==> src/rtl/byte_mem_arbiter.sv <==
// byte_mem_arbiter: two-requester arbiter onto one byte-wide memory port, with round-robin
// grant, hold-grant lock and an in-order read return pipeline.
// Define BYTE_MEM_ARB_LOCK_TIMEOUT_EN to build the forced lock release after LOCK_TIMEOUT idle cycles.
module byte_mem_arbiter #(
    parameter int unsigned READ_LATENCY = 2,
    parameter int unsigned LOCK_TIMEOUT = 64
) (
    input  logic        clk,
    input  logic        reset_n,
    input  logic [1:0]  req_rd,
    input  logic [1:0]  req_wr,
    input  logic [1:0]  req_lock,
    input  logic [63:0] req_addr,
    input  logic [15:0] req_wr_data,
    output logic [1:0]  req_ack,
    output logic [1:0]  req_rd_valid,
    output logic [15:0] req_rd_data,
    output logic        mem_rd,
    output logic        mem_wr,
    output logic [31:0] mem_addr,
    output logic [7:0]  mem_wr_data,
    input  logic [7:0]  mem_rd_data,
    output logic        lock_timeout
);

    typedef enum logic {
        ST_UNLOCKED = 1'b0,
        ST_LOCKED   = 1'b1
    } state_t;

    state_t                  r_state;
    state_t                  w_state_nxt;
    logic                    r_lock_id;
    logic                    w_lock_id_nxt;
    logic                    r_rr;
    logic                    w_rr_nxt;
    logic [1:0]              w_req;
    logic [1:0]              w_lock_req;
    logic                    w_held;
    logic                    w_force;
    logic                    w_gnt_vld;
    logic                    w_gnt_id;
    logic                    w_gnt_wr;
    logic [READ_LATENCY-1:0] r_pv;
    logic [READ_LATENCY-1:0] r_pid;
    logic [1:0]              r_rd_valid;
    logic [15:0]             r_rd_data;

    if (READ_LATENCY < 1 || READ_LATENCY > 8) begin : g_bad_latency
        $error("byte_mem_arbiter: READ_LATENCY must be 1..8");
    end
    if (LOCK_TIMEOUT < 1) begin : g_bad_timeout
        $error("byte_mem_arbiter: LOCK_TIMEOUT must be at least 1");
    end

    assign w_req = req_rd | req_wr;

`ifdef BYTE_MEM_ARB_LOCK_TIMEOUT_EN
    localparam int unsigned CNT_W = $clog2(LOCK_TIMEOUT + 1);

    logic [CNT_W-1:0] r_to_cnt;
    logic             r_timeout;
    logic             r_ign;
    logic             r_ign_id;

    // After a forced release the old owner's lock is masked until it is seen low
    assign w_lock_req   = r_ign ? (req_lock & ~(2'b01 << r_ign_id)) : req_lock;
    assign w_force      = w_held && !w_gnt_vld &&
                          ((r_to_cnt + CNT_W'(1)) == CNT_W'(LOCK_TIMEOUT));
    assign lock_timeout = r_timeout;

    always_ff @(posedge clk or negedge reset_n) begin
        if (!reset_n) begin
            r_to_cnt  <= '0;
            r_timeout <= 1'b0;
            r_ign     <= 1'b0;
            r_ign_id  <= 1'b0;
        end else begin
            if (w_held && !w_gnt_vld && !w_force) begin
                r_to_cnt <= r_to_cnt + CNT_W'(1);
            end else begin
                r_to_cnt <= '0;
            end
            if (w_force) begin
                r_timeout <= 1'b1;
                r_ign     <= 1'b1;
                r_ign_id  <= r_lock_id;
            end else if (r_ign && !req_lock[r_ign_id]) begin
                r_ign     <= 1'b0;
            end
        end
    end
`else
    assign w_lock_req   = req_lock;
    assign w_force      = 1'b0;
    assign lock_timeout = 1'b0;
`endif

    // Arbitration, lock next-state and memory-side drive
    always_comb begin
        w_held        = 1'b0;
        w_gnt_vld     = 1'b0;
        w_gnt_id      = 1'b0;
        w_gnt_wr      = 1'b0;
        w_state_nxt   = ST_UNLOCKED;
        w_lock_id_nxt = r_lock_id;
        w_rr_nxt      = r_rr;
        req_ack       = 2'b00;
        mem_rd        = 1'b0;
        mem_wr        = 1'b0;
        mem_addr      = 32'h0;
        mem_wr_data   = 8'h0;

        w_held = (r_state == ST_LOCKED) && w_lock_req[r_lock_id];
        if (w_held) begin
            w_gnt_vld = w_req[r_lock_id];
            w_gnt_id  = r_lock_id;
        end else if (w_req == 2'b11) begin
            w_gnt_vld = 1'b1;
            w_gnt_id  = r_rr;
        end else if (w_req != 2'b00) begin
            w_gnt_vld = 1'b1;
            w_gnt_id  = w_req[1];
        end
        w_gnt_wr = req_wr[w_gnt_id];

        if (w_gnt_vld) begin
            w_rr_nxt = ~w_gnt_id;
        end
        if (w_gnt_vld && w_lock_req[w_gnt_id]) begin
            w_state_nxt   = ST_LOCKED;
            w_lock_id_nxt = w_gnt_id;
        end else if (w_held && !w_force) begin
            w_state_nxt   = ST_LOCKED;
        end

        if (reset_n && w_gnt_vld) begin
            req_ack     = 2'b01 << w_gnt_id;
            mem_rd      = !w_gnt_wr;
            mem_wr      = w_gnt_wr;
            mem_addr    = w_gnt_id ? req_addr[63:32] : req_addr[31:0];
            mem_wr_data = w_gnt_id ? req_wr_data[15:8] : req_wr_data[7:0];
        end
    end

    always_ff @(posedge clk or negedge reset_n) begin
        if (!reset_n) begin
            r_state   <= ST_UNLOCKED;
            r_lock_id <= 1'b0;
            r_rr      <= 1'b0;
        end else begin
            r_state   <= w_state_nxt;
            r_lock_id <= w_lock_id_nxt;
            r_rr      <= w_rr_nxt;
        end
    end

    // Read return pipeline: valid + requester id only, data captured from memory at the tail
    always_ff @(posedge clk or negedge reset_n) begin
        if (!reset_n) begin
            r_pv       <= '0;
            r_pid      <= '0;
            r_rd_valid <= 2'b00;
            r_rd_data  <= 16'h0;
        end else begin
            r_pv[0]  <= w_gnt_vld && !w_gnt_wr;
            r_pid[0] <= w_gnt_id;
            for (int unsigned k = 1; k < READ_LATENCY; k++) begin
                r_pv[k]  <= r_pv[k-1];
                r_pid[k] <= r_pid[k-1];
            end
            r_rd_valid <= 2'b00;
            if (r_pv[READ_LATENCY-1]) begin
                r_rd_valid <= 2'b01 << r_pid[READ_LATENCY-1];
                if (r_pid[READ_LATENCY-1]) begin
                    r_rd_data[15:8] <= mem_rd_data;
                end else begin
                    r_rd_data[7:0]  <= mem_rd_data;
                end
            end
        end
    end

    assign req_rd_valid = r_rd_valid;
    assign req_rd_data  = r_rd_data;

endmodule

==> config.mk <==
export PLATFORM = sky130hd
export DESIGN_NAME = byte_mem_arbiter
export DESIGN_NICKNAME = d
export VERILOG_FILES = /design/src/rtl/byte_mem_arbiter.sv
export SDC_FILE = /design/constraint.sdc
export NUM_CORES = 1
export LEC_CHECK = 0
export BUFFER_PORTS_ARGS = -buffer_cell sky130_fd_sc_hd__buf_2
export CORE_MARGIN = 2
export CORE_UTILIZATION = 40
export CTS_BUF_LIST = sky130_fd_sc_hd__clkbuf_8
export DETAILED_ROUTE_END_ITERATION = 8
export PLACE_DENSITY_LB_ADDON = 0.08
export SYNTH_ARGS = -nofsm -noshare
export SYNTH_HDL_FRONTEND = slang
export SYNTH_SLANG_ARGS = --single-unit
==> constraint.sdc <==
create_clock -name clk -period 1.46 [get_ports clk]
set_input_delay 0.073 -clock clk [delete_from_list [all_inputs] [get_ports clk]]
set_output_delay 0.073 -clock clk [all_outputs]
set_load 0.02 [all_outputs]
==> impl_metrics.yaml <==
layout:
  design_area_um2: 3472
  drive_gt1_share_pct: 70.03
  diodes: 0
  stdcell_count: 464
  synthToLayoutAreaGrowth_pct: 77.32
  fin_nets: 494
pwr:
  power.internal_w: 0.003777
  seq_power_share_pct: 17.3
  total_power_w: 0.007058
  power_frac_comb_pct: 77.2
  ir_drop_mv: 1.168
  cellPowerDensity_nw_per_um2: 2033
  power.share.clock_pct: 5.5
  leakagePower_nw: 1.643
  switching_share_pct: 46.49
  p_switching_w: 0.003281
yosys:
  synth-edff-count: 0
  ys_seq_area_share_pct: 31.95
  yosysTopAreaCell: "dfrtp_1"
  syn_avg_cell_area_um2: 8.781
  synth-main-ff-cell: "dfrtp_1"
  ys_types: 32
  ys_seq_elements: 25
  netlist_area_um2: 1958
  synth_top_cell_area_share_pct: 31.95
  async_reset_ff_share_pct: 100.0
  synthTopCellsByArea: "dfrtp_1 (32%), nand3_1 (9.5%), mux2_2 (9.2%)"
  syn_inst: 223
  ys_warn_count: 0
  synth_nets: 319
  synth_commonest_cells: "nand3_1 (37), a21oi_1 (33), o21ai_0 (33), dfrtp_1 (25), mux2_2 (16)"
  yosys.cell_count.top_type: "nand3_1"
routing:
  drt-total-wl_um: 6743
  drt-initial-drc-count: 141
  drc: 0
  dr.pass1.iters: 4
  num_vias: 2384
  drt-wirelength-per-cell_um: 14.53
  viasPerCell: 5.138
  ant_nets: 0
global_routing:
  grt_max_degree: 26
  overflow: 0
  track_usage_pct: 20.27
  antenna_found_initial: 0
  grt_pass1_vias: 2036
  grt_first_pass_wirelength_um: 8956
cts:
  cts_buffers: 3
  cts_max_level: 1
  clkTransAtPathRegs_ps: 80
  cts-root-buf: "clkbuf_8"
  clockBufferDepth: 2
  tritoncts: "yes"
  clk_latency_ps: 260
  cts_sinks: 25
sta:
  timing.final.ws_setup_ps: -520.3
  fin_crit_sh_pct: 135.6
  max_freq_mhz: 505.0
  setup-tns-final_ps: -19310
  hold_viol: 0
  fin_skew_ps: 2.499
  finalSetupViolCount: 46
  maxSlewViolCount: 0
  rsz0062_at_grt: "true"
  final.min_clock_period_ps: 1980
floorplanning:
  ios: 159
  rows: 25
  die_y_um: 73.97
  die_w_um: 73.97
  start_util_pct: 41.46
  dieArea_um2: 5471
  core-area_um2: 4723
worst_setup_path:
  cp-start-kind: "flip-flop"
  endpoint_kind: "output pin"
  critPathArrivalTime_ps: 1910
  crit_path_max_fanout: 8
  worstPathRequired_ps: 1390
  worstSetupPathType: "flip-flop to output pin"
placed_design:
  io_buffers: 157
  gp_congestion: 0.6822
  placedCellCount: 445
  placed_cell_area_um2: 2848
  hpwl_um: 4559
min_path:
  hold_path_class: "primary input to flip-flop"
flow_run:
  cap_viol_max_count: 0
outcome:
  violations: "negative setup slack"
  status: "finished with violations"
power by group through the flow:
stage	Sequential, W	Clock, W	Combinational, W
final	0.00122	0.000391	0.00545
after global routing	0.00126	0.000438	0.00581
after CTS	0.00122	0.000410	0.00460
after detailed placement	0.00123	0	0.00410
after global placement	0.00122	0	0.00408
after floorplan	0.00154	0	0.00262
layout by cell type, fill, tap and decap left out, types with 2 or more instances in the layout:
| cell type | instances |
|---|---|
| a21oi_1 | 20 |
| a21oi_2 | 22 |
| and3b_1 | 2 |
| buf_12 | 6 |
| buf_2 | 114 |
| buf_4 | 49 |
| buf_6 | 17 |
| buf_8 | 3 |
| clkbuf_16 | 3 |
| clkbuf_8 | 3 |
| dfrtp_1 | 24 |
| inv_1 | 3 |
| mux2_2 | 16 |
| nand2_2 | 2 |
| nand3_1 | 36 |
| nand3_2 | 8 |
| nor2_1 | 4 |
| nor2_4 | 2 |
| o21ai_0 | 6 |
| o21ai_1 | 17 |
| o21ai_2 | 18 |
| o22ai_4 | 2 |
layout make-up:
type | instances | area, um^2
repair buffers | 194 | 1408
clock inverters | 1 | 5.005
multi-input cells | 171 | 1296
well taps | 67 | 83.83
inverters | 3 | 11.26
flip-flops and latches | 25 | 626.9
fillers | 355 | 1251
clock buffers | 3 | 41.29
per-layer routing:
layer | up-vias | routed length (um) | track usage (%)
met2 | 109 | 3536 | 36.81
met1 | 1107 | 2792 | 26.15
met3 | 0 | 414 | 3.659
met4 | 0 | 0 | 1.818
met5 | - | 0 | 0
li1 | 1168 | - | -
kinds of logic after synthesis:
kind of cell / after synthesis / synth area share, %
other: 1 / 0.1915
AO/OA/AOI/OAI: 93 / 28.88
flip-flops: 25 / 31.95
AND/OR/NAND/NOR: 61 / 18.60
buffers and inverters: 27 / 11.18
multiplexers: 16 / 9.201
critical path, stage by stage (launching register included):
cell	delay, ps
dfrtp_1	360
o21ba_4	180
buf_12	130
a211oi_4	200
buf_6	200
buf_4	160
o21ai_0	120
a21oi_1	150
buf_4	150
worst paths after layout:
kind	start	to	slack, ps	depth (start not counted)
min in group asynchronous	reset_n	r_pid[0]$_DFF_PN0_	390	3
worst min register to register	r_pv[0]$_DFF_PN0_	r_pv[1]$_DFF_PN0_	350	0
worst min-delay path	mem_rd_data[7]	req_rd_data[15]$_DFFE_PN0P_	50	2
max in group asynchronous	reset_n	r_state$_DFF_PN0_	820	3
worst max register to register	r_rr$_DFFE_PN0P_	r_pv[0]$_DFF_PN0_	-70	7
worst max-delay path	r_rr$_DFFE_PN0P_	mem_addr[19]	-520	8
registers in the layout (all words and copies together) (netlist names):
| register | flops |
|---|---|
| r_state | 1 |
| req_rd_valid | 2 |
| r_pid | 2 |
| req_rd_data | 16 |
| r_pv | 2 |
| r_rr | 1 |
| r_lock_id | 1 |
through the flow:
| step | worst slack [ps] | utilization [%] | hold slack (ps) |
|---|---|---|---|
| floorplan | -85.93 | - | -222.6 |
| global placement | -135.9 | 60.29 | 119.2 |
| detailed placement | -135.0 | 60.29 | 126.5 |
| CTS | -399.7 | 65.59 | 43.73 |
| global route | -575.5 | 73.51 | 48.82 |
| finish | -520.3 | 73.51 | 51.15 |
what timing repair did:
item	CTS	global route
buffers inserted	0	7
hold buffers	1	0
gates resized for setup	67	78
gates cloned	1	6
pin swaps	0	39
endpoints found under the setup margin	46	46
endpoints found under the hold margin	25	0
Note: power is estimated with default switching activity, not from simulation.
